$ cat config.mk
export PLATFORM = sky130hd
export DESIGN_NAME = ps2_host_tx
export DESIGN_NICKNAME = d
export VERILOG_FILES = /design/src/rtl/ps2_host_tx.sv
export SDC_FILE = /design/constraint.sdc
export NUM_CORES = 1
export LEC_CHECK = 0
export CORE_ASPECT_RATIO = 0.5
export CORE_MARGIN = 1.5
export CORE_UTILIZATION = 50
export DETAILED_ROUTE_END_ITERATION = 6
export DONT_BUFFER_PORTS = 1
export PLACE_DENSITY = 0.68
export SLEW_MARGIN = 20
export SYNTH_ARGS = -nofsm -noshare
export SYNTH_HDL_FRONTEND = slang
export SYNTH_SLANG_ARGS = --single-unit
$ cat constraint.sdc
create_clock -name clk -period 2.92 [get_ports clk]
set_input_delay 0.146 -clock clk [delete_from_list [all_inputs] [get_ports clk]]
set_output_delay 0.146 -clock clk [all_outputs]
set_load 0.005 [all_outputs]
$ cat src/rtl/ps2_host_tx.sv
// ps2_host_tx: PS/2 host-to-device byte transmitter driving open-drain clock/data enables.
// Define PS2_TX_TIMEOUT_EN to add a watchdog that aborts a frame when the device stops clocking.
module ps2_host_tx #(
    parameter int unsigned INHIBIT_CYCLES = 5000
`ifdef PS2_TX_TIMEOUT_EN
   ,parameter int unsigned TIMEOUT_CYCLES = 750000
`endif
) (
    input  logic       clk,
    input  logic       clrn,
    input  logic       start,
    input  logic [7:0] din,
    input  logic       ps2_clk_in,
    input  logic       ps2_data_in,
    output logic       ps2_clk_oe,
    output logic       ps2_data_oe,
    output logic       busy,
    output logic       done,
    output logic       err
);
    localparam int unsigned IW = $clog2(INHIBIT_CYCLES + 1);
    typedef enum logic [2:0] {IDLE, INHIBIT, START, REQ, WAIT_IDLE} state_t;
    state_t state, state_n;
    logic [2:0] sync_clk, sync_data;
    logic [8:0] sr, sr_n;
    logic [3:0] cnt, cnt_n;
    logic [IW-1:0] icnt, icnt_n;
    logic clk_oe_n, data_oe_n, busy_n, done_n, err_n;
    logic fall, wd_exp;
    assign fall = sync_clk[2] & ~sync_clk[1];
`ifdef PS2_TX_TIMEOUT_EN
    localparam int unsigned TW = $clog2(TIMEOUT_CYCLES + 1);
    logic [TW-1:0] wcnt;
    always_ff @(posedge clk)
        if (!clrn || state < REQ) wcnt <= '0;
        else wcnt <= wcnt + 1'b1;
    assign wd_exp = (state >= REQ) && (wcnt == TW'(TIMEOUT_CYCLES - 1));
`else
    assign wd_exp = 1'b0;
`endif
    always_ff @(posedge clk) begin
        sync_clk <= {sync_clk[1:0], ps2_clk_in};
        sync_data <= {sync_data[1:0], ps2_data_in};
        if (!clrn) begin
            state <= IDLE;
            sr <= '0;
            cnt <= '0;
            icnt <= '0;
            ps2_clk_oe <= 1'b0;
            ps2_data_oe <= 1'b0;
            busy <= 1'b0;
            done <= 1'b0;
            err <= 1'b0;
        end else begin
            state <= state_n;
            sr <= sr_n;
            cnt <= cnt_n;
            icnt <= icnt_n;
            ps2_clk_oe <= clk_oe_n;
            ps2_data_oe <= data_oe_n;
            busy <= busy_n;
            done <= done_n;
            err <= err_n;
        end
    end
    always_comb begin
        state_n = state;
        sr_n = sr;
        cnt_n = cnt;
        icnt_n = icnt;
        clk_oe_n = ps2_clk_oe;
        data_oe_n = ps2_data_oe;
        busy_n = busy;
        done_n = 1'b0;
        err_n = 1'b0;
        case (state)
            IDLE: if (start && !done && !err) begin
                state_n = INHIBIT;
                sr_n = {~^din, din};
                cnt_n = '0;
                icnt_n = '0;
                clk_oe_n = 1'b1;
                data_oe_n = 1'b0;
                busy_n = 1'b1;
            end
            INHIBIT: begin
                icnt_n = icnt + 1'b1;
                if (icnt == IW'(INHIBIT_CYCLES - 1)) begin
                    data_oe_n = 1'b1;
                    state_n = START;
                end
            end
            START: begin
                clk_oe_n = 1'b0;
                state_n = REQ;
            end
            // ones shifted in behind the parity bit release the line for the stop bit
            REQ: if (fall) begin
                cnt_n = cnt + 1'b1;
                if (cnt == 4'd10) begin
                    state_n = sync_data[2] ? IDLE : WAIT_IDLE;
                    err_n = sync_data[2];
                    busy_n = ~sync_data[2];
                end else begin
                    data_oe_n = ~sr[0];
                    sr_n = {1'b1, sr[8:1]};
                end
            end
            WAIT_IDLE: if (sync_clk[2] && sync_data[2]) begin
                done_n = 1'b1;
                busy_n = 1'b0;
                state_n = IDLE;
            end
            default: state_n = IDLE;
        endcase
        if (wd_exp) begin
            state_n = IDLE;
            err_n = 1'b1;
            busy_n = 1'b0;
            clk_oe_n = 1'b0;
            data_oe_n = 1'b0;
        end
    end
endmodule

==> run_results.csv, run 1 <==
group,metric,value,unit
place,io_buffers,0,
yosys,yosysUniqueCellTypes,55,
route,first_iter_violations,54,
timing,finalCritPeriodShare,68.9,%
timing,timing.fmax,497,MHz
timing,timing.slew.headroom,44.3,%
pwr,leakage,0.754,nW
yosys,syn_avg_cell_area,8.82,sq um
clock_tree,clock_latency,0.29,ns
route,vias,1610,
global_routing,grt_overflow_total,0,
global_routing,gr-usage-all-layers,19.9,%
cells_and_area,nFillCells,329,
worst_setup_path,required,3.11,ns
worst_setup_path,cp_data_arrival_time,2.20,ns
die,std_cell_rows,15,
cells_and_area,regArea,801,sq um
route,final_antenna_net_count,0,
cells_and_area,area_growth,6.43,%
cells_and_area,drive_gt1_share,9.42,%
route,firstDrtPassIters,5,
place,dp_hpwl,2730,um
clock_tree,clock_sinks,40,
timing,maxSlewViolCount,0,
timing,finalSetupTns,0,ns
timing,setup_viol,0,
place,gp_congestion,0.821,
yosys,async_reset_ff_share,0,%
timing,final_hold_viol_count,0,
min_path,worstHoldPathType,"in -> reg",
die,dieArea,4380,sq um
timing,worst_pin_slew,0.834,ns
yosys,yosysWarningCount,0,
die,die_y,47.5,um
cells_and_area,diodes,0,
job,drv_cap,0,
die,ios,18,
pwr,power_density,757,nW/um^2
cells_and_area,multiInputGateArea,1090,sq um
yosys,synth_top_area_cell,"dfxtp_1",
clock_tree,htreeDepth,2,
yosys,ys_seq_area_share,40.4,%
global_routing,grt_antenna_before_repair,0,
yosys,synthFlopType,"dfxtp_1",
worst_setup_path,cp-end-kind,"register",
yosys,synth-seq-cells,40,
die,die_w,92.1,um
yosys,syn-num-nets,241,
outcome,status,"finished clean",
clock_tree,cts_setup_buffers,0,
timing,final.setup_skew,0.0107,ns
yosys,syn_inst,225,
yosys,synth_area,1980,sq um
route,post_drt_wl_per_cell,14.8,um
yosys,synthTopCellsByArea,"dfxtp_1, nand2_1, a21oi_1",
yosys,synth_edf_count,0,
global_routing,grt_pass1_vias,1450,
die,coreArea,3600,sq um
clock_tree,cts_tree,"done",
worst_setup_path,worst-setup-path-type,"reg -> reg",
clock_tree,clk_pin_slew_worst_paths,0.08,ns
route,drc,0,
worst_setup_path,crit_path_max_fanout,13,
route,detail_route.vias_per_cell,5.88,
clock_tree,cts_root_buf,"clkbuf_8",
route,routed_wirelength,4050,um
pwr,ir_drop,0.000429,V
clock_tree,clockBufferDepth,2,
worst_setup_path,cp-start-kind,"register",
global_routing,grt_max_degree,26,
yosys,synth_most_common_cell,"dfxtp_1",
clock_tree,cts_made_buffers,5,
yosys,synth.top_cells.by_count,"dfxtp_1, nand2_1, a21oi_1, nor2_1, o21ai_0",
yosys,synth_top_area_share,40.4,%
pwr,finalPower,1.60,mW
cells_and_area,nets,238,
timing,rsz0062_at_grt,"no",
die,initial_utilization,55.1,%
timing,min_period,2.01,ns
global_routing,grt_pass1_wl,6640,um
==> where the power goes <==
part,internal [mW],switching [mW]
logic,0.213,0.290
registers,0.624,0.0834
clock network,0.191,0.197
total,1.03,0.570
==> per-stage QoR <==
| stage | utilization (%) | hold slack, ns | area (sq um) | worst slack (ns) | cells |
|---|---|---|---|---|---|
| 2_1_floorplan | - | 0.174 | 1980 | 1.23 | 225 |
| 3_3_place_gp | 54.8 | 0.174 | 1970 | 0.974 | 262 |
| 3_5_place_dp | 54.8 | 0.174 | 1970 | 0.925 | 262 |
| 4_1_cts | 58.3 | 0.00238 | 2100 | 0.918 | 273 |
| 5_1_grt | 58.6 | 0.00683 | 2110 | 0.786 | 274 |
| 6_report | 58.6 | 0.00882 | 2110 | 0.909 | 274 |
==> sequential cells by signal, summed over array words and instances (netlist names), 3 cells and up <==
signal / cells
sync_clk: 3
sr: 9
icnt: 13
sync_data: 3
state: 3
cnt: 4
==> routing by layer <==
layer  vias to the layer above  global-route usage [%]  part of all wire, %
met2                        45                    32.9                   44
met4                         0                    8.00                 0.30
li1                        811                       -                    -
met3                         4                    5.40                  6.0
met1                       750                    25.7                   49
met5                         -                       0                    0
==> cell usage in the layout, fill, tap and decap left out, drive strengths merged, types with 4 or more instances in the layout <==
master       count
dfxtp           40
a311oi           8
xnor2            6
nor2            21
o21ai           10
a21oi           21
inv              4
nand3            8
nor3             6
dlygate4sd3      4
nand2           27
or3              4
clkbuf           6
==> cells by family (layout without fill, tap and decap cells) <==
logic type | count (synthesis) | after routing | synth area share, %
AND/OR/NAND/NOR | 92 | 92 | 25.0
flip-flops | 40 | 40 | 40.4
multiplexers | 4 | 4 | 2.14
adder cells (fa/ha/maj) | 3 | 3 | 1.89
AO/OA/AOI/OAI | 58 | 58 | 21.8
XOR/XNOR | 9 | 9 | 3.97
buffers and inverters | 19 | 17 | 4.85
==> path summary, 6_finish.rpt <==
kind | end | slack (ns) | cells after the start | start
setup / recovery | state[1] | 0.91 | 4 | state[0]
hold / removal | sr[2] | 0.009 | 2 | din[2]
setup reg to reg | state[1] | 0.91 | 4 | state[0]
hold reg to reg | sync_clk[1] | 0.33 | 0 | sync_clk[0]
==> repair_timing <==
| item | 4_1_cts | 5_1_grt |
|---|---|---|
| hold buffers | 3 | 1 |
| setup endpoints to repair | 0 | 0 |
| hold endpoints to repair | 8 | 1 |
| gates resized for setup | 0 | 0 |
==> layout make-up <==
| class | count | area share [%] |
|---|---|---|
| inverters | 4 | 0.711 |
| flip-flops and latches | 40 | 37.9 |
| repair buffers | 5 | 2.25 |
| multi-input cells | 166 | 51.5 |
| clock buffers | 6 | 3.91 |
| clock inverters | 2 | 0.711 |
| well taps | 51 | 3.02 |
==> worst max-delay path, stage by stage, from the launching register on <==
cell and delay [ns]:
dfxtp_1 0.59, or3b_1 0.58, a41oi_1 0.38, a2111oi_4 0.11, a31o_1 0.24
Power figures use the tool's default switching activity.
==> run 2: changes to the inputs <==
- ABC_AREA: unset -> 1
- clock period: 2.92 -> 2 ns (I/O delays scaled with it)
==> run_results.csv, run 2 <==
group,metric,value,unit
outcome,status,"finished clean",
timing,maxSlewViolCount,0,
worst_setup_path,startpoint,"state[2]",
timing,min_period,1.59,ns
clock_tree,cts_root_buf,"clkbuf_8",
route,firstDrtPassIters,4,
clock_tree,cts_made_buffers,5,
min_path,hold_depth,2,
yosys,syn_inst,304,
cells_and_area,drive_gt1_share,6.75,%
timing,finalSetupTns,0,ns
worst_setup_path,cp_data_arrival_time,1.80,ns
clock_tree,clock_sinks,40,
yosys,synth_top_area_cell,"dfxtp_1",
route,vias,1823,
yosys,synth_edf_count,0,
yosys,synth_most_common_cell,"nand2_1",
clock_tree,cts_resized,0,
yosys,yosysUniqueCellTypes,27,
yosys,async_reset_ff_share,0,%
place,gp_congestion,0.887,
cells_and_area,regArea,801,sq um
yosys,synthFlopType,"dfxtp_1",
worst_setup_path,r2r-start,"state[2]",
die,ios,18,
route,post_drt_wl_per_cell,11.4,um
worst_setup_path,cp-end-kind,"register",
timing,fin_ws,0.407,ns
worst_setup_path,cp-start-kind,"register",
cells_and_area,fin_util,57.0,%
timing,timing.slew.headroom,49.4,%
timing,rsz0062_at_grt,"no",
pwr,leakage,0.965,nW
timing,finalCritPeriodShare,79.7,%
yosys,syn-num-nets,320,
cells_and_area,largest_register_ffs,13,
timing,worst_pin_slew,0.757,ns
yosys,ys_seq_area_share,38.8,%
cells_and_area,nFillCells,380,
worst_setup_path,required,2.20,ns
clock_tree,clock_latency,0.30,ns
pwr,power_density,1270,nW/um^2
global_routing,grt_overflow_total,0,
yosys,synth_area,2060,sq um
yosys,synth.top_cells.by_count,"nand2_1, dfxtp_1, inv_1, o21ai_0",
worst_setup_path,worst-setup-path-type,"reg -> reg",
yosys,synth-seq-cells,40,
global_routing,grt_pass1_vias,1611,
die,coreArea,3920,sq um
clock_tree,clk_pin_slew_worst_paths,0.08,ns
yosys,yosysWarningCount,0,
clock_tree,cts_setup_buffers,0,
clock_tree,clockBufferDepth,2,
cells_and_area,regMostFlops,"icnt",
global_routing,grt_max_degree,24,
cells_and_area,reg_top3,"icnt x13, sr x9, cnt x4",
place,dp_hpwl,3030,um
route,drc,0,
min_path,worstHoldPathType,"in -> reg",
route,final_antenna_net_count,0,
global_routing,grt_antenna_before_repair,0,
worst_setup_path,worstRegToRegCells,9,
die,die_w,93.8,um
route,routed_wirelength,4160,um
pwr,ir_drop,0.000416,V
timing,timing.fmax,628,MHz
worst_setup_path,crit_path_max_fanout,8,
place,io_buffers,0,
timing,setup_viol,0,
job,drv_cap,0,
cells_and_area,final_cell_mix,"nand2_1, dfxtp_1, inv_1",
yosys,syn_avg_cell_area,6.78,sq um
worst_setup_path,r2r-end,"icnt[9]",
die,initial_utilization,52.6,%
die,die_y,48.4,um
place,place_ws,0.422,ns
route,first_iter_violations,64,
clock_tree,htreeDepth,2,
die,dieArea,4540,sq um
timing,final_hold_viol_count,0,
cells_and_area,multiInputGateArea,1070,sq um
min_path,min-delay-start,"clrn",
global_routing,gr-usage-all-layers,18.8,%
timing,final.setup_skew,0.00952,ns
yosys,synthTopCellsByArea,"dfxtp_1, nand2_1, o21ai_0",
global_routing,grt_pass1_wl,6730,um
die,std_cell_rows,16,
route,detail_route.vias_per_cell,4.99,
cells_and_area,area_growth,8.37,%
cells_and_area,nets,326,
min_path,min_to,"state[1]",
worst_setup_path,r2r_slack,0.41,ns
clock_tree,cts_tree,"done",
cells_and_area,diodes,0,
cells_and_area,layout_commonest_cell,"nand2_1",
yosys,synth_top_area_share,38.8,%
==> run 2: changes by cell type after synthesis, moves of 7 or more <==
| cell | before | now |
|---|---|---|
| inv_1 | 4 | 37 |
| o21ai_0 | 10 | 31 |
| nor2_1 | 20 | 29 |
| a311oi_1 | 7 | 0 |
| nand2_1 | 27 | 85 |
| a21oi_1 | 20 | 29 |
==> run 2: cell type report <==
class | instances | share of cell area (%)
Clock buffer | 6 | 3.25
Timing Repair Buffer | 5 | 2.02
Clock inverter | 2 | 1.57
Inverter | 39 | 6.55
Sequential cell | 40 | 35.8
Multi-Input combinational cell | 219 | 47.8
Tap cell | 54 | 3.02
==> run 2: worst max-delay path by stage <==
stage	endpoint	slack, ns	cells after the start
2_1_floorplan	sr[6]	0.67	9
3_3_place_gp	cnt[3]	0.50	8
3_5_place_dp	icnt[9]	0.42	9
4_1_cts	icnt[9]	0.41	9
5_1_grt	icnt[5]	0.19	6
6_report	icnt[9]	0.41	9
==> run 2: cell families after synthesis <==
| family | synth area share (%) |
|---|---|
| flip-flops | 38.8 |
| buffers and inverters | 9.40 |
| AND/OR/NAND/NOR | 31.3 |
| AO/OA/AOI/OAI | 14.8 |
| adder cells (fa/ha/maj) | 1.82 |
| XOR/XNOR | 3.82 |
==> run 2: worst max-delay path: stages, from the launching register on <==
cell,delay [ns]
dfxtp_1,0.43
nor2_1,0.22
nand2_1,0.11
nor2_1,0.26
nor2_1,0.07
buf_4,0.17
nand2_1,0.06
nand3_1,0.07
nand2_1,0.07
inv_1,0.03
==> run 2: power by group <==
group / internal, mW / switching, mW
clock network: 0.370 / 0.279
registers: 0.968 / 0.119
logic: 0.380 / 0.733
total: 1.72 / 1.13
==> run 2: routing by layer <==
metal  wire length (um)  vias up  track usage [%]
li1                   -      974                -
met1               2090      811             24.3
met2               1850       32             31.2
met3                188        6             4.87
met4                 34        0             5.47
met5                  0        -                0
==> run 2: repair_timing <==
action,CTS,global route
setup endpoints to repair,0,0
hold endpoints to repair,25,0
hold buffers,3,0
==> run 2: metrics by stage <==
step,cell area [sq um],total power [mW],std cells,hold WS [ns]
after floorplan,2060,2.02,304,0.128
after global placement,2100,2.17,354,0.128
after detailed placement,2100,2.20,354,0.128
after CTS,2230,2.86,365,0.0961
after global routing,2230,3.06,365,0.0981
final,2230,2.85,365,0.108
